$ cat src/rtl/fx3_gpif_pkg.sv
// Shared types and constants for the FX3 GPIF reader model.
// Contents: reader state enum, bus width, default burst/pattern settings,
// and the pattern-increment helper used by the checker.
package fx3_gpif_pkg;

   localparam int unsigned DATA_WIDTH       = 16;
   localparam int unsigned DEF_BURST_WORDS  = 8192;
   localparam logic [DATA_WIDTH-1:0] DEF_PATTERN_MASK = 16'h03FF;

   typedef enum logic [2:0] {
      IDLE,
      WAIT_AVAIL,
      ARM,
      CAPTURE,
      GAP
   } state_t;

   // Next word of the incrementing test pattern, wrapping at the mask.
   function automatic logic [DATA_WIDTH-1:0] next_pattern(
      input logic [DATA_WIDTH-1:0] w,
      input logic [DATA_WIDTH-1:0] mask
   );
      return (w + DATA_WIDTH'(1)) & mask;
   endfunction

endpackage

$ cat src/rtl/sat_counter.sv
// Saturating up-counter used for the reader statistics.
// Ports: fx3_clock, fx3_nReset (async active-low clear), inc (count enable),
//        count (current value, holds at all-ones).
module sat_counter #(
   parameter int unsigned CNT_WIDTH = 16
) (
   input  logic                 fx3_clock,
   input  logic                 fx3_nReset,
   input  logic                 inc,
   output logic [CNT_WIDTH-1:0] count
);

   always_ff @(posedge fx3_clock or negedge fx3_nReset) begin
      if (!fx3_nReset) begin
         count <= '0;
      end else if (inc && (count != {CNT_WIDTH{1'b1}})) begin
         count <= count + CNT_WIDTH'(1);
      end
   end

endmodule

$ cat src/rtl/fx3_gpif_reader.sv
// FPGA-internal FX3 GPIF consumer: waits for dataAvailable, strobes readData
// for one burst, samples dataBus and optionally checks the incrementing
// test pattern while keeping burst / error / overflow statistics.
// Ports: fx3_clock, fx3_nReset, enable, checkPattern, dataAvailable,
//        bufferError, dataBus (in); readData, busy, patternError,
//        burstCount, errorCount, overflowCount, firstErrorWord (out).
module fx3_gpif_reader
   import fx3_gpif_pkg::*;
#(
   parameter int unsigned            BURST_WORDS  = DEF_BURST_WORDS,
   parameter int unsigned            READ_LATENCY = 2,
   parameter int unsigned            GAP_CYCLES   = 4,
   parameter logic [DATA_WIDTH-1:0]  PATTERN_MASK = DEF_PATTERN_MASK,
   parameter int unsigned            CNT_WIDTH    = 16
) (
   input  logic                  fx3_clock,
   input  logic                  fx3_nReset,
   input  logic                  enable,
   input  logic                  checkPattern,
   input  logic                  dataAvailable,
   input  logic                  bufferError,
   input  logic [DATA_WIDTH-1:0] dataBus,
   output logic                  readData,
   output logic                  busy,
   output logic                  patternError,
   output logic [CNT_WIDTH-1:0]  burstCount,
   output logic [CNT_WIDTH-1:0]  errorCount,
   output logic [CNT_WIDTH-1:0]  overflowCount,
   output logic [DATA_WIDTH-1:0] firstErrorWord
);

   localparam int unsigned WCNT_W = $clog2(BURST_WORDS) + 1;
   localparam int unsigned LAT_W  = 2;
   localparam int unsigned GAP_W  = $clog2(GAP_CYCLES + 1);
   localparam int unsigned TAP    = READ_LATENCY - 1;

   localparam logic [WCNT_W-1:0] LAST_WORD = WCNT_W'(BURST_WORDS - 1);
   localparam logic [LAT_W-1:0]  LAT_LAST  = LAT_W'(READ_LATENCY - 1);
   localparam logic [GAP_W-1:0]  GAP_LAST  = GAP_W'(GAP_CYCLES - 1);

   state_t                  state, state_nxt;
   logic                    da_s1, da_s2;
   logic                    be_s1, be_s2, be_d;
   logic [WCNT_W-1:0]       rd_cnt, word_cnt;
   logic [LAT_W-1:0]        lat_cnt;
   logic [GAP_W-1:0]        gap_cnt;
   logic [READ_LATENCY-1:0] vpipe;
   logic                    chk_q;
   logic                    exp_valid;
   logic [DATA_WIDTH-1:0]   exp_word;

   logic arm_entry_c, rd_nxt_c, sample_c, word_last_c, mismatch_c, ovf_rise_c;

   // vpipe[k] mirrors readData k cycles back; the tap marks a valid bus word.
   assign arm_entry_c = (state == WAIT_AVAIL) && (state_nxt == ARM);
   assign sample_c    = vpipe[TAP] && ((state == ARM) || (state == CAPTURE));
   assign word_last_c = sample_c && (word_cnt == LAST_WORD);
   assign mismatch_c  = sample_c && chk_q && exp_valid && (dataBus != exp_word);
   assign ovf_rise_c  = be_s2 && !be_d && (state != IDLE);

   // readData stops after exactly BURST_WORDS high cycles.
   always_comb begin
      rd_nxt_c = readData;
      if (arm_entry_c) begin
         rd_nxt_c = 1'b1;
      end else if (readData && (rd_cnt == LAST_WORD)) begin
         rd_nxt_c = 1'b0;
      end
   end

   // State register.
   always_ff @(posedge fx3_clock or negedge fx3_nReset) begin
      if (!fx3_nReset) state <= IDLE;
      else             state <= state_nxt;
   end

   // Next-state logic.
   always_comb begin
      state_nxt = state;
      unique case (state)
         IDLE:       if (enable) state_nxt = WAIT_AVAIL;
         WAIT_AVAIL: begin
            if (!enable)    state_nxt = IDLE;
            else if (da_s2) state_nxt = ARM;
         end
         ARM: begin
            if (word_last_c)              state_nxt = GAP;
            else if (lat_cnt == LAT_LAST) state_nxt = CAPTURE;
         end
         CAPTURE:    if (word_last_c) state_nxt = GAP;
         GAP:        if (gap_cnt == GAP_LAST) state_nxt = enable ? WAIT_AVAIL : IDLE;
         default:    state_nxt = IDLE;
      endcase
   end

   // Synchronisers, strobe generation, burst counters and pattern checker.
   always_ff @(posedge fx3_clock or negedge fx3_nReset) begin
      if (!fx3_nReset) begin
         da_s1          <= 1'b0;
         da_s2          <= 1'b0;
         be_s1          <= 1'b0;
         be_s2          <= 1'b0;
         be_d           <= 1'b0;
         readData       <= 1'b0;
         busy           <= 1'b0;
         vpipe          <= '0;
         rd_cnt         <= '0;
         word_cnt       <= '0;
         lat_cnt        <= '0;
         gap_cnt        <= '0;
         chk_q          <= 1'b0;
         exp_valid      <= 1'b0;
         exp_word       <= '0;
         patternError   <= 1'b0;
         firstErrorWord <= '0;
      end else begin
         da_s1    <= dataAvailable;
         da_s2    <= da_s1;
         be_s1    <= bufferError;
         be_s2    <= be_s1;
         be_d     <= be_s2;
         readData <= rd_nxt_c;
         vpipe    <= (vpipe << 1) | READ_LATENCY'(rd_nxt_c);
         busy     <= (state_nxt == ARM) || (state_nxt == CAPTURE) || (state_nxt == GAP);

         if (arm_entry_c) begin
            rd_cnt   <= '0;
            word_cnt <= '0;
            lat_cnt  <= '0;
            chk_q    <= checkPattern;
         end else begin
            if (readData)       rd_cnt  <= rd_cnt + WCNT_W'(1);
            if (state == ARM)   lat_cnt <= lat_cnt + LAT_W'(1);
            if (sample_c)       word_cnt <= word_cnt + WCNT_W'(1);
         end

         gap_cnt <= (state == GAP) ? gap_cnt + GAP_W'(1) : '0;

         // Expected value re-seeds from every sampled word so one glitch
         // costs one error; it persists across bursts until reset.
         if (sample_c && chk_q) begin
            exp_word  <= next_pattern(dataBus, PATTERN_MASK);
            exp_valid <= 1'b1;
            if (mismatch_c && !patternError) begin
               patternError   <= 1'b1;
               firstErrorWord <= dataBus;
            end
         end
      end
   end

   sat_counter #(.CNT_WIDTH(CNT_WIDTH)) u_burst_cnt (
      .fx3_clock  (fx3_clock),
      .fx3_nReset (fx3_nReset),
      .inc        (word_last_c),
      .count      (burstCount)
   );

   sat_counter #(.CNT_WIDTH(CNT_WIDTH)) u_error_cnt (
      .fx3_clock  (fx3_clock),
      .fx3_nReset (fx3_nReset),
      .inc        (mismatch_c),
      .count      (errorCount)
   );

   sat_counter #(.CNT_WIDTH(CNT_WIDTH)) u_ovf_cnt (
      .fx3_clock  (fx3_clock),
      .fx3_nReset (fx3_nReset),
      .inc        (ovf_rise_c),
      .count      (overflowCount)
   );

endmodule

$ cat config.mk
export PLATFORM = sky130hd
export DESIGN_NAME = fx3_gpif_reader
export DESIGN_NICKNAME = d
export VERILOG_FILES = /design/src/rtl/fx3_gpif_pkg.sv /design/src/rtl/sat_counter.sv /design/src/rtl/fx3_gpif_reader.sv
export SDC_FILE = /design/constraint.sdc
export NUM_CORES = 1
export LEC_CHECK = 0
export ABC_AREA = 1
export BUFFER_PORTS_ARGS = -buffer_cell sky130_fd_sc_hd__clkbuf_2
export CORE_ASPECT_RATIO = 0.9
export CORE_MARGIN = 10
export CORE_UTILIZATION = 40
export CTS_CLUSTER_DIAMETER = 80
export DETAILED_ROUTE_END_ITERATION = 12
export GPL_TIMING_DRIVEN = 0
export PLACE_DENSITY = 0.7
export SLEW_MARGIN = 30
export SYNTH_ARGS = -nofsm -noshare
export SYNTH_HDL_FRONTEND = slang
export SYNTH_SLANG_ARGS = --single-unit
$ cat constraint.sdc
create_clock -name fx3_clock -period 1.7 [get_ports fx3_clock]
set_input_delay 0.34 -clock fx3_clock [delete_from_list [all_inputs] [get_ports fx3_clock]]
set_output_delay 0.34 -clock fx3_clock [all_outputs]
set_load 0.02 [all_outputs]
# Word-level counts from Yosys, hierarchy flattened
# Index checks and enable logic that the tools add are counted.
# word_totals
romBits,0
ram_bits,0
latchBits,0
elab_cells,87
register_bits,122
mem_count,0
# classes
n_mux,18
multipliers,0
reduce_logical,24
shifts,0
add_sub_neg,8
n_bitwise,1
eq_ne,15
magnitude_cmp,0
div_mod_pow,0
# ops
cell,n
two-way mux 14 bit,4
"adder 16 x 1 -> 16 bit, second input constant",3
"inequality test 16 bit, second input constant",3
"adder 14 x 1 -> 14 bit, second input constant",2
"equality test 14 x 13 -> 1 bit, second input constant",2
two-way mux 3 bit,8
inequality test 16 x 10 -> 1 bit,1
"equality test 3 x 2 -> 1 bit, second input constant",5
one-hot mux 3 bit (5 select lines),1
logical AND 1 bit,13
"adder 10 x 1 -> 10 bit, second input constant",1
"equality test 3 bit, second input constant",2
nonzero test 2 bit,3
two-way mux 2 bit,2
"adder 3 x 1 -> 3 bit, second input constant",1
"equality test 3 x 1 -> 1 bit, second input constant",1
zero test 3 bit,1
logical OR 1 bit,3
two-way mux 1 bit,3
nonzero test 3 bit,1
"adder 2 x 1 -> 2 bit, second input constant",1
"equality test 2 x 1 -> 1 bit, second input constant",1
zero test 1 bit,2
bitwise OR 2 x 1 -> 2 bit,1
AND reduction 2 bit,1

# Logic depth before layout (Yosys ltp)
# Gate-level depths: netlist of run 1.
# logic_depth
word_depth,10
depth_mapped,12
depth_no_buf,10

# Cells and area by module
# A second synthesis of run 1 with hierarchy kept.
# hier_totals
cells_unflattened,922
area_unflattened_um2,6976.7
# by_module_without_submodules
mod,instances,cells_per_inst,area_per_inst_um2
fx3_gpif_reader,1,475,3801.1
sat_counter,3,149,1058.5

# Worst setup path before layout of run 1
# Ideal clock, no wire load.
# synth_path
path_kind,register to register
startpoint,register u_error_cnt.count[0]
endpoint,register u_error_cnt.count[3]
slack_ps,-87
setup_time_ps,118
path_stages_with_launch,10
arrival_time_ps,1669
required_ps,1582
path_buffers,1
cell_sequence,dfrtp_1 -> ha_1 -> nand3_2 -> nor2_4 -> nand2_2 -> nor2_4 -> nand2_4 -> buf_2 -> nand4_1 -> nand2_1
# synth_via
elab_chain_cells,2
elab_cells_between_ends,3
classes_between,1 x add/sub; 1 x eq/ne; 1 x reduce/logical
# synth_lines
item,line,source
from (decl),sat_counter.sv:10,output logic [CNT_WIDTH-1:0] count
from (signal assigned),sat_counter.sv:17,count <= count + CNT_WIDTH'(1);
branches (longest 2 deep; another with adder 16 x 1 -> 16 bit),--,
# Parallel ways; which one is timed is not known.
# A chain may end at the register's enable or synchronous reset.

# Worst setup path after layout of run 1
# layout_path
startpoint,register u_error_cnt.count[1]
endpoint,register u_error_cnt.count[14]
# The elaborated chain is that of the path after synthesis.

==> flow_summary.yaml, run 1 <==
hold_path:
  min-delay-path-class: "input port to flop"
  holdPathStages: 1
critical_path:
  cp.depth: 10
  critical_path.slowest_cell: "dfrtp_2"
  largest_incremental_delay_on_the_critical_path_ns: 0.41
  r2r_setup_slack_ns: 0.09
  critical_path.endpoint_type: "flop"
  timing.critical_path.fanout_max: 10
  worst_setup_path_start_kind: "flop"
  crit_type: "flop to flop"
  worstPathRequired_ns: 2.05
  timing.critical_path.cells: "ha_4, nand3_2, nor2_4, nand2_2, nor2_4, nand2_4, nand3_4, buf_8, nand2_1, nand2_1"
  worst-path-buf-inv: 1
  timing.reg2reg.worst_path_depth: 10
  critPathTopFamily: "simple AND/OR/NAND/NOR gates"
  critical_path_arrival_ns: 1.96
sta:
  worst_clk_skew_ns: 0.00597
  fin_ws_ns: 0.0892
  finalSetupViolations: 0
  maxSlewViolCount: 0
  final_hold_violations: 0
  max_freq_mhz: 621
  slew-limit-headroom_pct: 63.8
  final_min_period_over_clock_period_pct: 94.8
  worst_slew_pin_slew_ns: 0.543
  final_period_minus_worst_setup_slack_ns: 1.61
placed_design:
  portBuffers: 87
  gp_routability_congestion: 0.887
  place_ws_ns: -0.258
  hpwl_mm: 11.9
synth:
  post_synth_main_area_contributors: "dfrtp_1, nand2_1, nand4_1"
  synth.avg_cell_area_um2: 7.67
  synth_seq_cells: 121
  synth_most_common_cell: "nand2_1"
  synth-edff-count: 0
  ys.warnings.count: 0
  synth-main-ff-cell: "dfrtp_1"
  synth.distinct_cells: 31
  synthesis.instances: 855
  yosys-top-cells-count: "nand2_1, dfrtp_1, inv_1"
  synth_seq_area_share_pct: 46.1
  yosys.area.top_type: "dfrtp_1"
  ys_async_sr_fraction_pct: 100
  syn_nets: 886
  post-synth-top-area-fraction_pct: 46.1
  synth.cell_area_um2: 6560
power_and_ir_drop:
  pwr_density_nw_per_um2: 879
  vdd_drop_max_mv: 0.908
  report.power.total_uw: 7310
  leakage_power_figure_uw: 0.00416
clocking:
  clk_pin_slew_worst_setup_hold_paths_ns: 0.05
  htreeDepth: 4
  numClockSinks: 121
  clk-insertion-delay-late_ns: 0.42
  tritoncts: "yes"
  clock_path_buffers: 2
  cts_root_buffer: "clkbuf_16"
  numCtsBuffers: 17
final_layout:
  multiInputGateArea_um2: 3210
  syn_to_final_growth_pct: 26.7
  finalNetCount: 1019
  fillerInstances: 1515
  share_of_final_layout_standard_cells_stronger_than_drive_strength_1_pct: 20.9
  antenna_cells: 0
  regArea_um2: 3040
route:
  met1_length_mm: 7.81
  ant_nets: 0
  postRouteWirelength_mm: 16.9
  detailroute.via_count: 6096
  top_signal_layer_used: "met4"
  met3_wirelength_um: 971
  vias_per_cell: 5.05
  routed_wire_length_per_instance_um: 14.0
  drc_errors: 0
  drt_pass1_iterations: 5
  first_iter_violations: 436
  met2_wirelength_mm: 7.96
grt:
  grt_antenna_before_repair: 0
  first_pass_grt_wire_length_mm: 27.9
  maximum_number_of_pins_on_one_net_before_global_route_repair: 67
  grtUsageTotal_pct: 15.2
  global_route.overflow_total: 0
  first_global_vias: 5700
floorplan:
  die-area_um2: 21900
  placement_rows: 44
  floorplan.io_pins: 89
  die_x_um: 155
  fp.dieH_um: 142
  core-area_um2: 16100
  effective_utilization_at_floorplan_pct: 40.7
job:
  drv.max_cap_violation_count: 0
outcome:
  run_status: "completed"
## flip-flops by register name (all words and copies together), names as in the netlist
register           count
u_burst_cnt.count     16
patternError           1
exp_valid              1
lat_cnt                2
da_s2                  1
gap_cnt                3
be_d                   1
state                  3
busy                   1
u_error_cnt.count     16
word_cnt              14
da_s1                  1
firstErrorWord        16
chk_q                  1
be_s1                  1
u_ovf_cnt.count       16
be_s2                  1
vpipe                  2
exp_word              10
rd_cnt                14
## metal layers
layer | up-vias | GRT usage (%)
met3 | 16 | 4.35
met4 | 0 | 4.72
met1 | 2907 | 20.0
li1 | 3019 | -
met2 | 154 | 23.6
met5 | - | 0
## logic make-up after synthesis
logic type / after synthesis / synth area share, %
and+or+nand+nor: 517 / 34.9
DFF: 121 / 46.1
buffers and inverters: 112 / 7.15
AOI/OAI and AO/OA: 50 / 3.95
xor gates and xnor gates: 46 / 6.14
adders and majority gates: 9 / 1.72
## through the flow
step                      instance area (um2)  instances  util (%)  TNS (ns)  hold slack, ns
after global routing                     8310       1206      51.5   -0.0616          0.0190
final                                    8310       1206      51.5         0          0.0300
after floorplan                          6570        855         -         0          0.0444
after global placement                   7260       1149      45.0   -205.73           0.336
after CTS                                8060       1187      50.0         0          0.0149
after detailed placement                 7300       1150      45.2     -6.16           0.341
## worst paths after layout
kind / startpoint / to
setup / recovery: u_error_cnt.count[1] / u_error_cnt.count[14]
hold / removal: dataAvailable / da_s1
min in group asynchronous: fx3_nReset / lat_cnt[0]
setup reg to reg: u_error_cnt.count[1] / u_error_cnt.count[14]
max in group asynchronous: fx3_nReset / u_error_cnt.count[6]
hold reg to reg: be_s1 / be_s2
## cells in the final DEF, fill, tap and decap left out, drive strengths merged
cell type,count
nand4,58
xor2,29
nor4,1
dfrtp,121
nand3b,1
nor2,88
o211ai,1
a31oi,1
o22ai,4
nand2,288
buf,43
ha,9
nor3,23
clkinv,5
xnor2,17
o21ai,37
bufinv,3
a21oi,7
dlygate4sd3,1
inv,90
clkbuf,114
nor3b,1
nand3,57
## final cells by class
type                       instances  area share [%]
tap                              207            3.12
timing repair buffer             115            8.30
inverter                          91            4.17
sequential                       121            36.6
buffer                            20            1.70
multi-input combinational        622            38.7
clock inverter                     7            1.37
clock buffer                      23            6.11
## where the power goes
part	total, uW	switching [uW]	internal [uW]
sequential	3010	68.0	2940
combinational	516	319	196
clock	3780	1260	2520
total	7310	1650	5660
## timing repair
item                                    in CTS  in global routing
setup buffers                                6                 20
hold buffers                                 1                  0
gates resized for setup                     18                 31
endpoints found under the setup margin      71                 88
hold endpoints to repair                    65                  0
pin swaps                                    4                  9
No activity file was read; power rests on OpenSTA's default activity.
==> run 2, diff against run 1 <==
--- a/config.mk
+++ b/config.mk
@@ -5,15 +5,13 @@
 export SDC_FILE = /design/constraint.sdc
 export NUM_CORES = 1
 export LEC_CHECK = 0
-export ABC_AREA = 1
 export BUFFER_PORTS_ARGS = -buffer_cell sky130_fd_sc_hd__clkbuf_2
-export CORE_ASPECT_RATIO = 0.9
+export CORE_ASPECT_RATIO = 0.6
 export CORE_MARGIN = 10
 export CORE_UTILIZATION = 40
 export CTS_CLUSTER_DIAMETER = 80
 export DETAILED_ROUTE_END_ITERATION = 12
-export GPL_TIMING_DRIVEN = 0
-export PLACE_DENSITY = 0.7
+export PLACE_DENSITY = 0.71
 export SLEW_MARGIN = 30
 export SYNTH_ARGS = -nofsm -noshare
 export SYNTH_HDL_FRONTEND = slang
==> flow_summary.yaml, run 2 <==
synth:
  yosys.area.top_type: "dfrtp_1"
  synth.distinct_cells: 44
  synth_seq_cells: 121
  synth-main-ff-cell: "dfrtp_1"
  ys_async_sr_fraction_pct: 100
  synth-edff-count: 0
  post_synth_main_area_contributors: "dfrtp_1, xnor2_1, xor2_1"
  synth_seq_area_share_pct: 53.8
  synth.cell_area_um2: 5630
  synth.avg_cell_area_um2: 11.2
  syn_nets: 536
  ys.warnings.count: 0
  synth_most_common_cell: "dfrtp_1"
  synthesis.instances: 505
  yosys-top-cells-count: "dfrtp_1, xnor2_1, nor2_1"
  post-synth-top-area-fraction_pct: 53.8
hold_path:
  min-delay-path-class: "input port to flop"
clocking:
  clock_path_buffers: 2
  tritoncts: "yes"
  numCtsBuffers: 17
  htreeDepth: 4
  clk_pin_slew_worst_setup_hold_paths_ns: 0.06
  clk-insertion-delay-late_ns: 0.41
  numClockSinks: 121
  cts_root_buffer: "clkbuf_16"
final_layout:
  antenna_cells: 0
  syn_to_final_growth_pct: 43.7
  fillerInstances: 1110
  regArea_um2: 3040
  stdcell_count: 904
  share_of_final_layout_standard_cells_stronger_than_drive_strength_1_pct: 43.7
  finalNetCount: 730
  utilization_pct: 59.0
  layout_commonest_cell: "dfrtp_1"
  layout_common_cells: "dfrtp_1, clkbuf_2, buf_4"
  multiInputGateArea_um2: 2900
power_and_ir_drop:
  vdd_drop_max_mv: 0.665
  leakage_power_figure_uw: 0.00373
  report.power.total_uw: 11100
  pwr_density_nw_per_um2: 1380
grt:
  global_route.overflow_total: 0
  first_pass_grt_wire_length_mm: 24.3
  grtUsageTotal_pct: 15.1
  grt_antenna_before_repair: 0
  maximum_number_of_pins_on_one_net_before_global_route_repair: 40
  first_global_vias: 4661
floorplan:
  effective_utilization_at_floorplan_pct: 41.1
  placement_rows: 33
  floorplan.io_pins: 89
  core-area_um2: 13700
  die_x_um: 173
  fp.dieH_um: 112
  die-area_um2: 19400
route:
  first_iter_violations: 371
  drt_pass1_iterations: 5
  vias_per_cell: 4.99
  drc_errors: 0
  routed_wire_length_per_instance_um: 16.3
  postRouteWirelength_mm: 14.8
  detailroute.via_count: 4512
  ant_nets: 0
critical_path:
  critical_path.endpoint_type: "flop"
  timing.critical_path.fanout_max: 7
  worstPathRequired_ns: 2.00
  critical_path_arrival_ns: 2.15
  worst_setup_path_start_kind: "flop"
  crit_type: "flop to flop"
sta:
  final_period_minus_worst_setup_slack_ns: 1.85
  final_min_period_over_clock_period_pct: 109
  finalSetupViolations: 40
  worst_slew_pin_slew_ns: 0.437
  worst_clk_skew_ns: 0.0111
  fin_ws_ns: -0.148
  maxSlewViolCount: 0
  slew-limit-headroom_pct: 70.7
  final_hold_violations: 0
  max_freq_mhz: 541
  rsz_0062_raised_after_global_routing: "true"
placed_design:
  place_inst: 853
  hpwl_mm: 10.4
  gp_routability_congestion: 0.872
  portBuffers: 88
outcome:
  failed_checks: "negative setup slack"
  run_status: "finished with violations"
job:
  drv.max_cap_violation_count: 0
-- run 2: changes by cell type in the layout (fill, tap and decap cells not counted), sizes merged, moves of 38 or more --
| cell | previous run | this run |
|---|---|---|
| nand2 | 288 | 45 |
| inv | 90 | 8 |
| nor2 | 88 | 49 |
| xnor2 | 17 | 56 |
| buf | 43 | 99 |
| nand4 | 58 | 20 |
-- run 2: worst max-delay path, stage by stage, from the launching register on --
cell and delay (ns):
dfrtp_1 0.36, ha_2 0.20, and3_4 0.20, nand4b_1 0.16
a311oi_4 0.28, buf_12 0.16, buf_8 0.14, nand4_1 0.10
xnor2_1 0.14
-- run 2: timing repair --
item,CTS,global route
cloned,0,1
endpoints found under the hold margin,28,0
hold buffers,1,0
gates resized for setup,33,49
endpoints found under the setup margin,48,68
pin swaps,18,20
setup buffers,12,6
-- run 2: logic make-up after synthesis --
family | count (synthesis) | share of synthesized area [%]
mux | 26 | 5.82
simple gates | 216 | 20.0
fa+ha+maj | 9 | 2.00
xor+xnor | 84 | 13.1
buf+inv | 21 | 1.98
flops | 121 | 53.8
compound gates | 28 | 3.38
-- run 2: final cells by class --
type | count | area share (%)
multi-input combinational | 363 | 35.8
inverter | 8 | 0.371
clock inverter | 7 | 0.850
clock buffer | 25 | 6.25
tap | 192 | 2.97
timing repair buffer | 188 | 16.2
sequential | 121 | 37.5
-- run 2: routing by layer --
metal / vias to the layer above / wire length (um) / track usage, %
met5: - / 0 / 0
met4: 0 / 104 / 3.72
met3: 7 / 444 / 3.61
met2: 79 / 7190 / 24.2
met1: 2285 / 7010 / 20.1
li1: 2141 / - / -
-- run 2: stage by stage --
step / TNS (ns) / setup slack (ns) / hold WS, ns / instance area [um2]
6_report: -3.69 / -0.148 / 0.0313 / 8090
5_1_grt: -6.60 / -0.234 / 0.0236 / 8090
4_1_cts: -4.05 / -0.181 / 0.0240 / 7790
3_5_place_dp: -9.30 / -0.498 / 0.311 / 6970
3_3_place_gp: -8.22 / -0.466 / 0.309 / 6970
2_1_floorplan: -3.86 / -0.180 / 0.0444 / 5730
-- run 2: path summary, 6_finish.rpt --
check	start	to	slack [ns]	cells after the start
setup / recovery	word_cnt[1]	u_burst_cnt.count[12]	-0.15	8
hold / removal	bufferError	be_s1	0.03	1
setup reg to reg	word_cnt[1]	u_burst_cnt.count[12]	-0.15	8
hold reg to reg	da_s1	da_s2	0.35	0
max in group asynchronous	fx3_nReset	busy	0.67	3
min in group asynchronous	fx3_nReset	u_burst_cnt.count[5]	0.43	2
-- run 2: where the power goes --
part | switching, uW | internal (uW) | leakage [uW]
registers | 628 | 3660 | 0.00149
logic | 1740 | 1650 | 0.00196
clock network | 1270 | 2200 | 0.000279
total | 3640 | 7500 | 0.00373
